===== config.mk =====
export PLATFORM = sky130hd
export DESIGN_NAME = instr_fetch_unit
export DESIGN_NICKNAME = d
export VERILOG_FILES = /design/src/rtl/instr_fetch_unit_pkg.sv /design/src/rtl/instr_field_split.sv /design/src/rtl/instr_fetch_unit.sv
export SDC_FILE = /design/constraint.sdc
export NUM_CORES = 1
export LEC_CHECK = 0
export ABC_AREA = 0
export BUFFER_PORTS_ARGS = -buffer_cell sky130_fd_sc_hd__buf_2
export CAP_MARGIN = 10
export CORE_ASPECT_RATIO = 1.4
export CORE_MARGIN = 3
export CORE_UTILIZATION = 48
export CTS_BUF_LIST = sky130_fd_sc_hd__clkbuf_8
export DETAILED_ROUTE_END_ITERATION = 8
export PLACE_DENSITY = 0.82
export SYNTH_ARGS = -nofsm -noshare
export SYNTH_HDL_FRONTEND = slang
export SYNTH_SLANG_ARGS = --single-unit

===== constraint.sdc =====
create_clock -name clk -period 1.88 [get_ports clk]
set_input_delay 0.282 -clock clk [delete_from_list [all_inputs] [get_ports clk]]
set_output_delay 0.282 -clock clk [all_outputs]
set_load 0.03 [all_outputs]

===== src/rtl/instr_fetch_unit_pkg.sv =====
// Shared fetch/decode definitions: FSM state encoding, instruction field positions, opcodes.
// Latency: none (types, constants and a pure helper function only).
// Backpressure: not applicable.
package instr_fetch_unit_pkg;

  // Fetch FSM encoding; the values are fixed because other blocks decode them.
  typedef enum logic [1:0] {
    ST_IDLE = 2'd0,
    ST_WAIT = 2'd1,
    ST_DONE = 2'd2
  } fetch_state_t;

  // MIPS-style instruction field bit positions.
  localparam int OPCODE_HI = 31;
  localparam int OPCODE_LO = 26;
  localparam int RS_HI     = 25;
  localparam int RS_LO     = 21;
  localparam int RT_HI     = 20;
  localparam int RT_LO     = 16;
  localparam int RD_HI     = 15;
  localparam int RD_LO     = 11;
  localparam int SHAMT_HI  = 10;
  localparam int SHAMT_LO  = 6;
  localparam int FUNCT_HI  = 5;
  localparam int FUNCT_LO  = 0;
  localparam int IMM_HI    = 15;
  localparam int IMM_LO    = 0;

  // Opcodes shared with the control unit.
  localparam logic [5:0] OP_RTYPE = 6'h00;
  localparam logic [5:0] OP_ADDI  = 6'h08;
  localparam logic [5:0] OP_LW    = 6'h23;

  // Memory is word addressed; the byte offset is dropped, never used to rotate data.
  function automatic logic [31:0] word_align(input logic [31:0] addr);
    return addr & 32'hFFFF_FFFC;
  endfunction

endpackage


===== src/rtl/instr_field_split.sv =====
// Slices a latched instruction word into its opcode, register, shift, function and immediate fields.
// Latency: purely combinational, zero cycles.
// Backpressure: none; outputs follow instr directly.
module instr_field_split
  import instr_fetch_unit_pkg::*;
(
  input  logic [31:0] instr,
  output logic [5:0]  OPCODE,
  output logic [4:0]  rs,
  output logic [4:0]  rt,
  output logic [4:0]  rd,
  output logic [4:0]  shamt,
  output logic [5:0]  funct,
  output logic [15:0] imm16
);

  assign OPCODE = instr[OPCODE_HI:OPCODE_LO];
  assign rs     = instr[RS_HI:RS_LO];
  assign rt     = instr[RT_HI:RT_LO];
  assign rd     = instr[RD_HI:RD_LO];
  assign shamt  = instr[SHAMT_HI:SHAMT_LO];
  assign funct  = instr[FUNCT_HI:FUNCT_LO];
  assign imm16  = instr[IMM_HI:IMM_LO];

endmodule


===== src/rtl/instr_fetch_unit.sv =====
// Fetch stage: reads the word at pc from synchronous memory, latches it and exposes decoded fields.
// Latency: fetch_done is high in the cycle after edge start+MEM_LATENCY; a start in DONE adds no bubble.
// Backpressure: none; fetch_start is dropped while WAIT, flush aborts. Option macro: FETCH_ALIGN_CHECK_EN.
module instr_fetch_unit #(
  parameter int MEM_LATENCY = 2  // 1..15 cycles from mem_rd first high to mem_rdata valid
) (
  input  logic        clk,
  input  logic        reset,
  input  logic        fetch_start,
  input  logic        flush,
  input  logic [31:0] pc,
  input  logic [31:0] mem_rdata,
  output logic [31:0] mem_addr,
  output logic        mem_rd,
  output logic [31:0] instr,
  output logic [5:0]  OPCODE,
  output logic [4:0]  rs,
  output logic [4:0]  rt,
  output logic [4:0]  rd,
  output logic [4:0]  shamt,
  output logic [5:0]  funct,
  output logic [15:0] imm16,
  output logic [31:0] pc_plus4,
  output logic        busy,
  output logic        fetch_done,
  output logic        align_err
);
  import instr_fetch_unit_pkg::*;

  localparam int CNT_W = $clog2(MEM_LATENCY + 1);

  fetch_state_t     state, state_nxt;
  logic [CNT_W-1:0] cnt, cnt_nxt;
  logic             accept;   // start taken with a memory read: latch address and pc+4
  logic             capture;  // last WAIT cycle: memory data is valid now
`ifdef FETCH_ALIGN_CHECK_EN
  logic             misalign; // start taken with a misaligned pc: skip the read
  logic             align_err_q;
`endif

  // Next state and datapath strobes; DONE accepts a new start exactly like IDLE.
  always_comb begin
    state_nxt = state;
    cnt_nxt   = cnt;
    accept    = 1'b0;
    capture   = 1'b0;
`ifdef FETCH_ALIGN_CHECK_EN
    misalign  = 1'b0;
`endif
    case (state)
      ST_IDLE, ST_DONE: begin
        state_nxt = ST_IDLE;
        if (fetch_start && !flush) begin
`ifdef FETCH_ALIGN_CHECK_EN
          if (pc[1:0] != 2'b00) begin
            misalign  = 1'b1;
            state_nxt = ST_DONE;
          end else begin
`else
          begin
`endif
            accept    = 1'b1;
            cnt_nxt   = CNT_W'(MEM_LATENCY - 1);
            state_nxt = ST_WAIT;
          end
        end
      end
      ST_WAIT: begin
        if (flush) begin
          state_nxt = ST_IDLE;
        end else if (cnt == '0) begin
          capture   = 1'b1;
          state_nxt = ST_DONE;
        end else begin
          cnt_nxt = cnt - 1'b1;
        end
      end
      default: state_nxt = ST_IDLE;
    endcase
  end

  // FSM state and latency counter registers.
  always_ff @(posedge clk or negedge reset) begin
    if (!reset) begin
      state <= ST_IDLE;
      cnt   <= '0;
    end else begin
      state <= state_nxt;
      cnt   <= cnt_nxt;
    end
  end

  // Address, pc+4 and instruction latches; a flush leaves them untouched.
  always_ff @(posedge clk or negedge reset) begin
    if (!reset) begin
      mem_addr <= '0;
      pc_plus4 <= '0;
      instr    <= '0;
    end else begin
      if (accept) begin
        mem_addr <= word_align(pc);
        pc_plus4 <= pc + 32'd4;
      end
      if (capture) begin
        instr <= mem_rdata;
      end
    end
  end

`ifdef FETCH_ALIGN_CHECK_EN
  // Alignment error is held only for the DONE cycle that the misaligned start produced.
  always_ff @(posedge clk or negedge reset) begin
    if (!reset) begin
      align_err_q <= 1'b0;
    end else begin
      align_err_q <= misalign;
    end
  end
  assign align_err = align_err_q;
`else
  assign align_err = 1'b0;
`endif

  assign mem_rd     = (state == ST_WAIT);
  assign fetch_done = (state == ST_DONE);
  assign busy       = (state != ST_IDLE);

  instr_field_split u_split (
    .instr  (instr),
    .OPCODE (OPCODE),
    .rs     (rs),
    .rt     (rt),
    .rd     (rd),
    .shamt  (shamt),
    .funct  (funct),
    .imm16  (imm16)
  );

endmodule


After elaboration in Yosys (flattened, before gate mapping)
Cells that the tools add are included.
{"block": "op_classes", "addsub": 2, "n_mul": 0, "n_div": 0, "magnitude_cmp": 0, "n_eq_ne": 6, "n_shift": 0, "muxes": 13, "bitwise": 0, "reduce_logical": 8}
{"op": "adder 32 x 3 -> 32 bit (second input constant)", "n": 1}
{"op": "two-way mux 2 bit", "n": 5}
{"op": "case mux 2 bit (2 select lines)", "n": 2}
{"op": "two-way mux 1 bit", "n": 6}
{"op": "!= test 2 bit (second input constant)", "n": 3}
{"op": "logical NOT 2 bit", "n": 2}
{"op": "AND reduction 4 bit", "n": 1}
{"op": "nonzero test 2 bit", "n": 2}
{"op": "!= test 3 x 2 -> 1 bit (second input constant)", "n": 1}
{"op": "equality test 2 x 1 -> 1 bit (second input constant)", "n": 1}
{"op": "equality test 2 bit (second input constant)", "n": 1}
{"op": "OR reduction 2 bit", "n": 1}
{"op": "subtractor 2 x 1 -> 2 bit (second input constant)", "n": 1}
{"op": "logical AND 1 bit", "n": 1}
{"op": "logical NOT 1 bit", "n": 1}
{"block": "word_totals", "regBits": 98, "latchBits": 0, "ramBits": 0, "romBits": 0, "out_inout_bits": 148, "wordCells": 34, "mem_count": 0}

Depth between registers and ports, before layout
Gate-level depths: netlist of run 1.
{"block": "logic_depth", "depth_word": 4, "depth_mapped": 6, "mapped_depth_nobuf": 6}

Cells and area by module
A second synthesis of run 1 with hierarchy kept.
{"block": "unflattened", "cells_unflattened": 454, "hier_area_um2": 4613.2}
{"module": "instr_fetch_unit", "n_inst": 1, "cells_per_inst": 406, "area_per_inst_um2": 4252.8, "seq_area_each_um2": 2452.4}
{"module": "instr_field_split", "n_inst": 1, "cells_per_inst": 48, "area_per_inst_um2": 360.3, "seq_area_each_um2": 0.0}

Least setup slack after synthesis of run 1
OpenSTA, ideal clock, no wires.
{"block": "synth_timing", "kind": "register to register", "startpoint": "register cnt[0]", "endpoint": "register instr[10]", "arrival_ns": 1.461, "required_time_ns": 1.752, "setup_slack_ns": 0.292, "stages_incl_launch_ff": 6, "path_buffers": 1, "period_less_slack_ns": 1.588, "path_cell_list": "dfrtp_1 inv_1 ha_1 nor3b_2 buf_2 mux2_1"}
{"block": "synth_via", "elab_chain_cells": 4}
{"item": "start: declaration", "line": "instr_fetch_unit.sv:33", "source": "logic [CNT_W-1:0] cnt, cnt_nxt;"}
{"item": "start signal: assignment", "line": "instr_fetch_unit.sv:89", "source": "cnt <= cnt_nxt;"}
{"item": "logical NOT 2 bit", "line": "instr_fetch_unit.sv:71", "source": "end else if (cnt == '0) begin"}
{"item": "two-way mux 1 bit", "line": "instr_fetch_unit.sv:71"}
{"item": "two-way mux 1 bit", "line": "instr_fetch_unit.sv:69", "source": "if (flush) begin"}
{"item": "two-way mux 1 bit", "line": "instr_fetch_unit.sv:50", "source": "case (state)"}
{"item": "end signal: assignment", "line": "instr_fetch_unit.sv:105", "source": "instr <= mem_rdata;"}
{"item": "end: declaration", "line": "instr_fetch_unit.sv:15", "source": "output logic [31:0] instr,"}
No other way between the ends.
A chain may end at the register's enable or synchronous reset.

Final worst setup path of run 1
{"block": "layout_timing", "startpoint": "register state[1]", "endpoint": "register instr[0]"}
{"block": "layout_via", "elab_chain_cells": 2}
{"item": "start: declaration", "line": "instr_fetch_unit.sv:32", "source": "fetch_state_t state, state_nxt;"}
{"item": "start signal: assignment", "line": "instr_fetch_unit.sv:88", "source": "state <= state_nxt;"}
{"item": "equality test 2 x 1 -> 1 bit", "line": "instr_fetch_unit.sv:50"}
{"item": "two-way mux 1 bit", "line": "instr_fetch_unit.sv:50"}
No other way between the ends.

==> results of run 1 <==
[cell usage after synthesis, types with 2 or more instances]
cell / instances / share of area [%]
nand2_1: 129 / 10
dfrtp_1: 98 / 53
buf_4: 51 / 8.3
mux2_1: 32 / 7.8
o21ai_1: 27 / 2.9
xnor2_1: 16 / 3.0
xor2_1: 12 / 2.3
clkbuf_1: 11 / 0.90
inv_1: 9 / 0.73
nand3_1: 8 / 0.87
and3_1: 7 / 0.95
nor2_1: 7 / 0.57
nand4_1: 6 / 0.81
nor3_1: 4 / 0.43
nor3_2: 4 / 0.87
o21ai_0: 4 / 0.43
buf_1: 3 / 0.24
buf_2: 3 / 0.33
o21ai_2: 3 / 0.57
ha_1: 2 / 0.54
nand3_2: 2 / 0.43
nor3b_2: 2 / 0.54
or2_2: 2 / 0.27
[stage by stage]
| stage | util, % | power (W) | cell area [um^2] | cells |
|---|---|---|---|---|
| 5_1_grt | 63.1 | 0.0102 | 5790 | 739 |
| 3_5_place_dp | 60.2 | 0.00812 | 5530 | 722 |
| 6_report | 63.1 | 0.00968 | 5790 | 739 |
| 2_1_floorplan | - | 0.00715 | 4620 | 456 |
| 3_3_place_gp | 60.2 | 0.00800 | 5530 | 722 |
| 4_1_cts | 63.1 | 0.00977 | 5790 | 739 |
[repair_timing]
action	in CTS	in global routing
endpoints found under the hold margin	32	0
hold buffers	1	0
gates resized for setup	0	0
buffers inserted	0	0
setup endpoints to repair	0	0
[kinds of logic after synthesis]
family	Yosys count	share of synthesized area, %
mux	33	8.03
buf+inv	78	10.7
xor+xnor	28	5.32
simple gates	180	18.2
other cells	1	0.0813
compound gates	34	3.93
flops	98	53.2
fa+ha+maj	2	0.542
[worst max-delay path, delay by kind of cell (launching register included)]
family        cells  cell delay, ns
simple gates      2            0.52
flops             1            0.39
buf+inv           1            0.24
mux               1            0.35
[state kept, by name (all words and copies together), names as in the netlist]
name / count
cnt: 2
instr: 32
pc_plus4: 32
mem_addr: 30
state: 2
[power breakdown]
group / switching, W / total (W) / internal (W)
sequential: 0.000455 / 0.00326 / 0.00281
combinational: 0.00347 / 0.00476 / 0.00129
clock: 0.000704 / 0.00166 / 0.000953
total: 0.00463 / 0.00968 / 0.00505
[layout by cell type, fill, tap and decap left out]
| cell type | n |
|---|---|
| buf_2 | 211 |
| nand2_1 | 129 |
| dfrtp_1 | 98 |
| mux2_1 | 32 |
| o21ai_1 | 27 |
| xnor2_1 | 16 |
| buf_4 | 14 |
| xor2_1 | 12 |
| clkbuf_8 | 11 |
| inv_1 | 10 |
| nand3_1 | 8 |
| and3_1 | 7 |
| nor2_1 | 7 |
| nand4_1 | 6 |
| nor3_2 | 4 |
| nor3_1 | 4 |
| o21ai_0 | 4 |
| o21ai_2 | 3 |
| conb_1 | 3 |
| bufinv_16 | 3 |
| buf_12 | 3 |
| or2_2 | 2 |
| nand3_2 | 2 |
| nor3b_2 | 2 |
| ha_1 | 2 |
| nand2b_1 | 1 |
| nor2b_1 | 1 |
| or3b_4 | 1 |
| or4_1 | 1 |
| or4_4 | 1 |
| nor4_4 | 1 |
| mux2i_1 | 1 |
| nor3b_4 | 1 |
| or3_1 | 1 |
| nor4b_2 | 1 |
| clkinvlp_4 | 1 |
| dlygate4sd3_1 | 1 |
[routing by layer]
layer,GRT usage (%),vias up,share of wire [%]
li1,-,1757,-
met1,22.7,1786,37
met2,36.2,153,53
met3,5.48,17,7.9
met4,6.71,0,1.7
met5,0,-,0
[final timing paths]
path                       depth (start not counted)                        to                startpoint  slack (ns)
setup / recovery                                   4      instr[0]$_DFFE_PN0P_      state[1]$_DFFE_PN0P_        0.25
hold / removal                                     3   pc_plus4[1]$_DFFE_PN0P_                     pc[1]        0.12
setup reg to reg                                   4      instr[0]$_DFFE_PN0P_      state[1]$_DFFE_PN0P_        0.25
hold reg to reg                                    2  mem_addr[26]$_DFFE_PN0P_  mem_addr[26]$_DFFE_PN0P_        0.48
max in group asynchronous                          3     instr[16]$_DFFE_PN0P_                     reset        0.84
min in group asynchronous                          2  mem_addr[19]$_DFFE_PN0P_                     reset        0.42
[layout make-up]
| cell class | count | area share [%] |
|---|---|---|
| clock buffer | 11 | 2.61 |
| clock inverter | 5 | 1.75 |
| inverter | 9 | 0.583 |
| multi-input combinational | 280 | 29.1 |
| sequential | 98 | 42.4 |
| tap | 107 | 2.31 |
| timing repair buffer | 229 | 21.3 |
==> flow_metrics.env, run 1 <==
export IMPL_whs_ns=0.125
export IMPL_gp_congestion=0.857
export IMPL_final_period_utilization_pct=86.9
export IMPL_syn_area_per_cell_um2=10.2
export IMPL_drtIter0Drc=155
export IMPL_via_per_inst=5.02
export IMPL_groute_usage_overall_pct=20.2
export IMPL_synth_yosys_seq_area_share_pct=53.2
export IMPL_maxCapViolations=0
export IMPL_vdd_ir_drop_max_uv=679
export IMPL_place_hpwl_mm=8.67
export IMPL_routed_wirelength_mm=11.2
export IMPL_nets=697
export IMPL_fin_tns_setup_ns=0
export IMPL_crit_fanout=32
export IMPL_yosysUniqueCellTypes=35
export IMPL_fillCellCount=751
export IMPL_die_area_um2=10800
export IMPL_p_per_area_nw_per_um2=1670
export IMPL_ios=216
export IMPL_dp_slack_ns=0.000667
export IMPL_drtPass1Iterations=5
export IMPL_synth_edff_count=0
export IMPL_synthCells=454
export IMPL_cts_made_buffers=9
export IMPL_worstPathRequired_ns=2.10
export IMPL_ys_ff_latch=98
export IMPL_start_util_pct=50.2
export IMPL_period_needed_ns=1.63
export IMPL_synth_area_um2=4610
export IMPL_regArea_um2=2450
export IMPL_rsz0062_at_grt="no"
export IMPL_setup_violations=0
export IMPL_num_antenna_cells=0
export IMPL_finClkSkew_ns=0.0111
export IMPL_cts_clk_slew_worst_paths_ns=0.09
export IMPL_cts_root_buf="clkbuf_8"
export IMPL_htreeDepth=3
export IMPL_hold_viol=0
export IMPL_status="completed"
export IMPL_max_freq_mhz=612
export IMPL_clk_latency_ns=0.35
export IMPL_core_um2=9180
export IMPL_grt_pass1_vias=3523
export IMPL_worst_slack_ns=0.247
export IMPL_gr_total_overflow=0
export IMPL_num_rows=41
export IMPL_grt_pass1_wl_mm=17.0
export IMPL_synth_flop_cell="dfrtp_1"
export IMPL_cpPeakStageDelay_ns=0.39
export IMPL_vias=3713
export IMPL_critPathArrivalTime_ns=1.85
export IMPL_cp_cell_sequence="nand2b_1 -> nor3b_4 -> buf_12 -> mux2_1"
export IMPL_yosysWarnings=0
export IMPL_drtAntennaViolNets=0
export IMPL_leakage_nw=3.11
export IMPL_synth_async_reset_ratio_pct=100
export IMPL_die_h_um=122
export IMPL_antenna_found_initial=0
export IMPL_drc_errors=0
export IMPL_clk_path_buf_depth=2
export IMPL_die_w_um=88.9
export IMPL_slew_viol_final=0
export IMPL_cp_start_kind="register"
export IMPL_multi_input_area_um2=1690
export IMPL_io_buffers=212
export IMPL_hold_class="in2reg"
export IMPL_cts_sinks=98
export IMPL_slowest_stage="dfrtp_1"
export IMPL_end_kind="register"
export IMPL_wl_per_cell_um=15.1
export IMPL_grt_max_degree=96
export IMPL_area_growth_pct=25.5
export IMPL_critPathKind="reg2reg"
export IMPL_drive_gt1_share_pct=41.3
export IMPL_cts_tree="built"
No activity file was read; power rests on OpenSTA's default activity.
==> run 2: changes to the inputs <==
--- a/config.mk
+++ b/config.mk
@@ -5,12 +5,12 @@
 export SDC_FILE = /design/constraint.sdc
 export NUM_CORES = 1
 export LEC_CHECK = 0
-export ABC_AREA = 0
+export ABC_AREA = 1
 export BUFFER_PORTS_ARGS = -buffer_cell sky130_fd_sc_hd__buf_2
 export CAP_MARGIN = 10
 export CORE_ASPECT_RATIO = 1.4
 export CORE_MARGIN = 3
-export CORE_UTILIZATION = 48
+export CORE_UTILIZATION = 49
 export CTS_BUF_LIST = sky130_fd_sc_hd__clkbuf_8
 export DETAILED_ROUTE_END_ITERATION = 8
 export PLACE_DENSITY = 0.82
==> run 2 against run 1 <==
Effect of this change: power shrank 3.9%; global-route usage grew 1.8 points; area after synthesis grew 7.4%; sequential power shrank 1%; non-clock buffer count shrank 11.
==> flow_metrics.env, run 2 <==
export IMPL_status="completed"
export IMPL_ys_ff_latch=98
export IMPL_area_growth_pct=21.3
export IMPL_drive_gt1_share_pct=31.6
export IMPL_wl_per_cell_um=13.7
export IMPL_syn_area_per_cell_um2=7.79
export IMPL_yosysUniqueCellTypes=25
export IMPL_synth_flop_cell="dfrtp_1"
export IMPL_final_period_utilization_pct=78.4
export IMPL_end_kind="output pin"
export IMPL_clk_path_buf_depth=2
export IMPL_nets=866
export IMPL_synth_area_um2=4950
export IMPL_cts_tree="built"
export IMPL_groute_usage_overall_pct=22.0
export IMPL_layout_commonest_cell="nand2_1"
export IMPL_top_regs="instr: 32 flops, pc_plus4: 32 flops, mem_addr: 30 flops"
export IMPL_period_needed_ns=1.47
export IMPL_pwr_share_clk_pct=16.0
export IMPL_rsz0062_at_grt="no"
export IMPL_setup_violations=0
export IMPL_num_antenna_cells=0
export IMPL_hold_class="in2reg"
export IMPL_grt_max_degree=72
export IMPL_critPathArrivalTime_ns=1.19
export IMPL_p_per_area_nw_per_um2=1550
export IMPL_max_freq_mhz=678
export IMPL_place_hpwl_mm=9.84
export IMPL_synthCells=636
export IMPL_cts_clk_slew_worst_paths_ns=0.09
export IMPL_start_util_pct=51.2
export IMPL_vdd_ir_drop_max_uv=742
export IMPL_yosysWarnings=0
export IMPL_drtIter0Drc=229
export IMPL_cts_root_buf="clkbuf_8"
export IMPL_worst_slew_pin_slew_ns=0.517
export IMPL_slew_limit_headroom_pct=65.5
export IMPL_hold_viol=0
export IMPL_die_area_um2=11400
export IMPL_crit_fanout=4
export IMPL_die_h_um=125
export IMPL_fin_tns_setup_ns=0
export IMPL_hold_buffers=1
export IMPL_mostFrequentLayoutCells="nand2_1, buf_2, dfrtp_1"
export IMPL_cts_sinks=98
export IMPL_synth_top_area_cell="dfrtp_1"
export IMPL_synthTopCellsByArea="dfrtp_1, nand2_1, buf_4"
export IMPL_num_rows=42
export IMPL_leakage_nw=3.44
export IMPL_p_sw_w=0.00460
export IMPL_swShare_pct=49.5
export IMPL_grt_pass1_vias=4147
export IMPL_vias=4467
export IMPL_synthTopCellsByCount="nand2_1, dfrtp_1, nor2_1"
export IMPL_core_um2=9670
export IMPL_htreeDepth=3
export IMPL_gr_total_overflow=0
export IMPL_placed_cells=916
export IMPL_cts_resized=0
export IMPL_slew_viol_final=0
export IMPL_antenna_found_initial=0
export IMPL_via_per_inst=4.79
export IMPL_yosysTopAreaCellShare_pct=49.5
export IMPL_pwr_share_comb_pct=49.4
export IMPL_clk_latency_ns=0.37
export IMPL_worstPathRequired_ns=1.60
export IMPL_gp_congestion=0.876
export IMPL_routed_wirelength_mm=12.8
export IMPL_grt_pass1_wl_mm=20.1
export IMPL_worst_slack_ns=0.405
export IMPL_drtPass1Iterations=5
export IMPL_cts_made_buffers=9
export IMPL_yosysMostFrequentCell="nand2_1"
export IMPL_drtAntennaViolNets=0
export IMPL_ios=216
export IMPL_io_buffers=212
export IMPL_p_seq_share_pct=34.6
export IMPL_critPathKind="reg2out"
export IMPL_total_power_w=0.00930
export IMPL_whs_ns=0.104
export IMPL_layout_cells_non_filler=933
export IMPL_synth_yosys_seq_area_share_pct=49.5
export IMPL_cp_start_kind="register"
export IMPL_cts_setup_buffers=0
export IMPL_synth_edff_count=0
export IMPL_synth_async_reset_ratio_pct=100
export IMPL_drc_errors=0
export IMPL_die_w_um=91.0
export IMPL_maxCapViolations=0
export IMPL_dp_slack_ns=0.430
export IMPL_finClkSkew_ns=0.00898
export IMPL_intPower_w=0.00470
[run 2: changes by cell type in the layout (fill, tap and decap cells not counted), moves of 6 or more]
cell	delta
xor2_1	-8
inv_1	+30
nor2_2	+6
nand2_1	+127
nor2_4	+7
xnor2_1	-15
and3_1	-7
mux2_1	-32
nand3_1	+32
nor2_1	+56
o21ai_1	-27
buf_4	-11
o21ai_0	+24
[run 2: power by group through the flow]
stage	logic (W)	clock network (W)	registers, W
finish	0.00459	0.00149	0.00322
global placement	0.00457	0	0.00324
CTS	0.00465	0.00153	0.00322
detailed placement	0.00464	0	0.00325
floorplan	0.00250	0	0.00450
global route	0.00486	0.00161	0.00332
[run 2: final timing paths]
kind / startpoint / to / slack, ns / cells after the start
max in group asynchronous: reset / pc_plus4[30]$_DFFE_PN0P_ / 0.87 / 3
worst max-delay path: state[1]$_DFFE_PN0P_ / mem_rd / 0.41 / 4
worst min-delay path: mem_rdata[26] / instr[26]$_DFFE_PN0P_ / 0.10 / 3
min in group asynchronous: reset / instr[21]$_DFFE_PN0P_ / 0.42 / 2
worst min register to register: mem_addr[4]$_DFFE_PN0P_ / mem_addr[4]$_DFFE_PN0P_ / 0.49 / 2
worst max register to register: state[1]$_DFFE_PN0P_ / instr[17]$_DFFE_PN0P_ / 0.46 / 7
[run 2: final cells by class]
cell class,count,area (um^2)
inverter,41,154
tap,132,165
fill,899,3660
timing repair buffer,218,1150
multi-input combinational,428,1870
clock buffer,9,124
sequential,98,2450
clock inverter,7,92.6
[run 2: metrics by stage]
step                utilization [%]  area [um^2]
floorplan                         -         4960
global placement               59.8         5780
detailed placement             59.8         5780
CTS                            62.2         6010
global route                   62.2         6010
finish                         62.2         6010
[run 2: routing by layer]
layer	wire (um)	up-vias	GRT usage, %
li1	-	2225	-
met1	4960	2043	25.5
met2	6640	187	39.5
met3	964	12	5.11
met4	197	0	7.73
met5	0	-	0
[run 2: worst max-delay path: stages, from the launching register on]
cell	delay, ns
dfrtp_1	0.37
inv_1	0.08
nand2_1	0.11
inv_1	0.08
buf_2	0.19
[run 2: cells by family after synthesis]
| kind of cell | share of synthesized area, % |
|---|---|
| buffers and inverters | 12.8 |
| and+or+nand+nor | 32.3 |
| adders and majority gates | 0.505 |
| xor gates and xnor gates | 0.884 |
| other | 0.0757 |
| DFF | 49.5 |
| AOI/OAI and AO/OA | 3.94 |
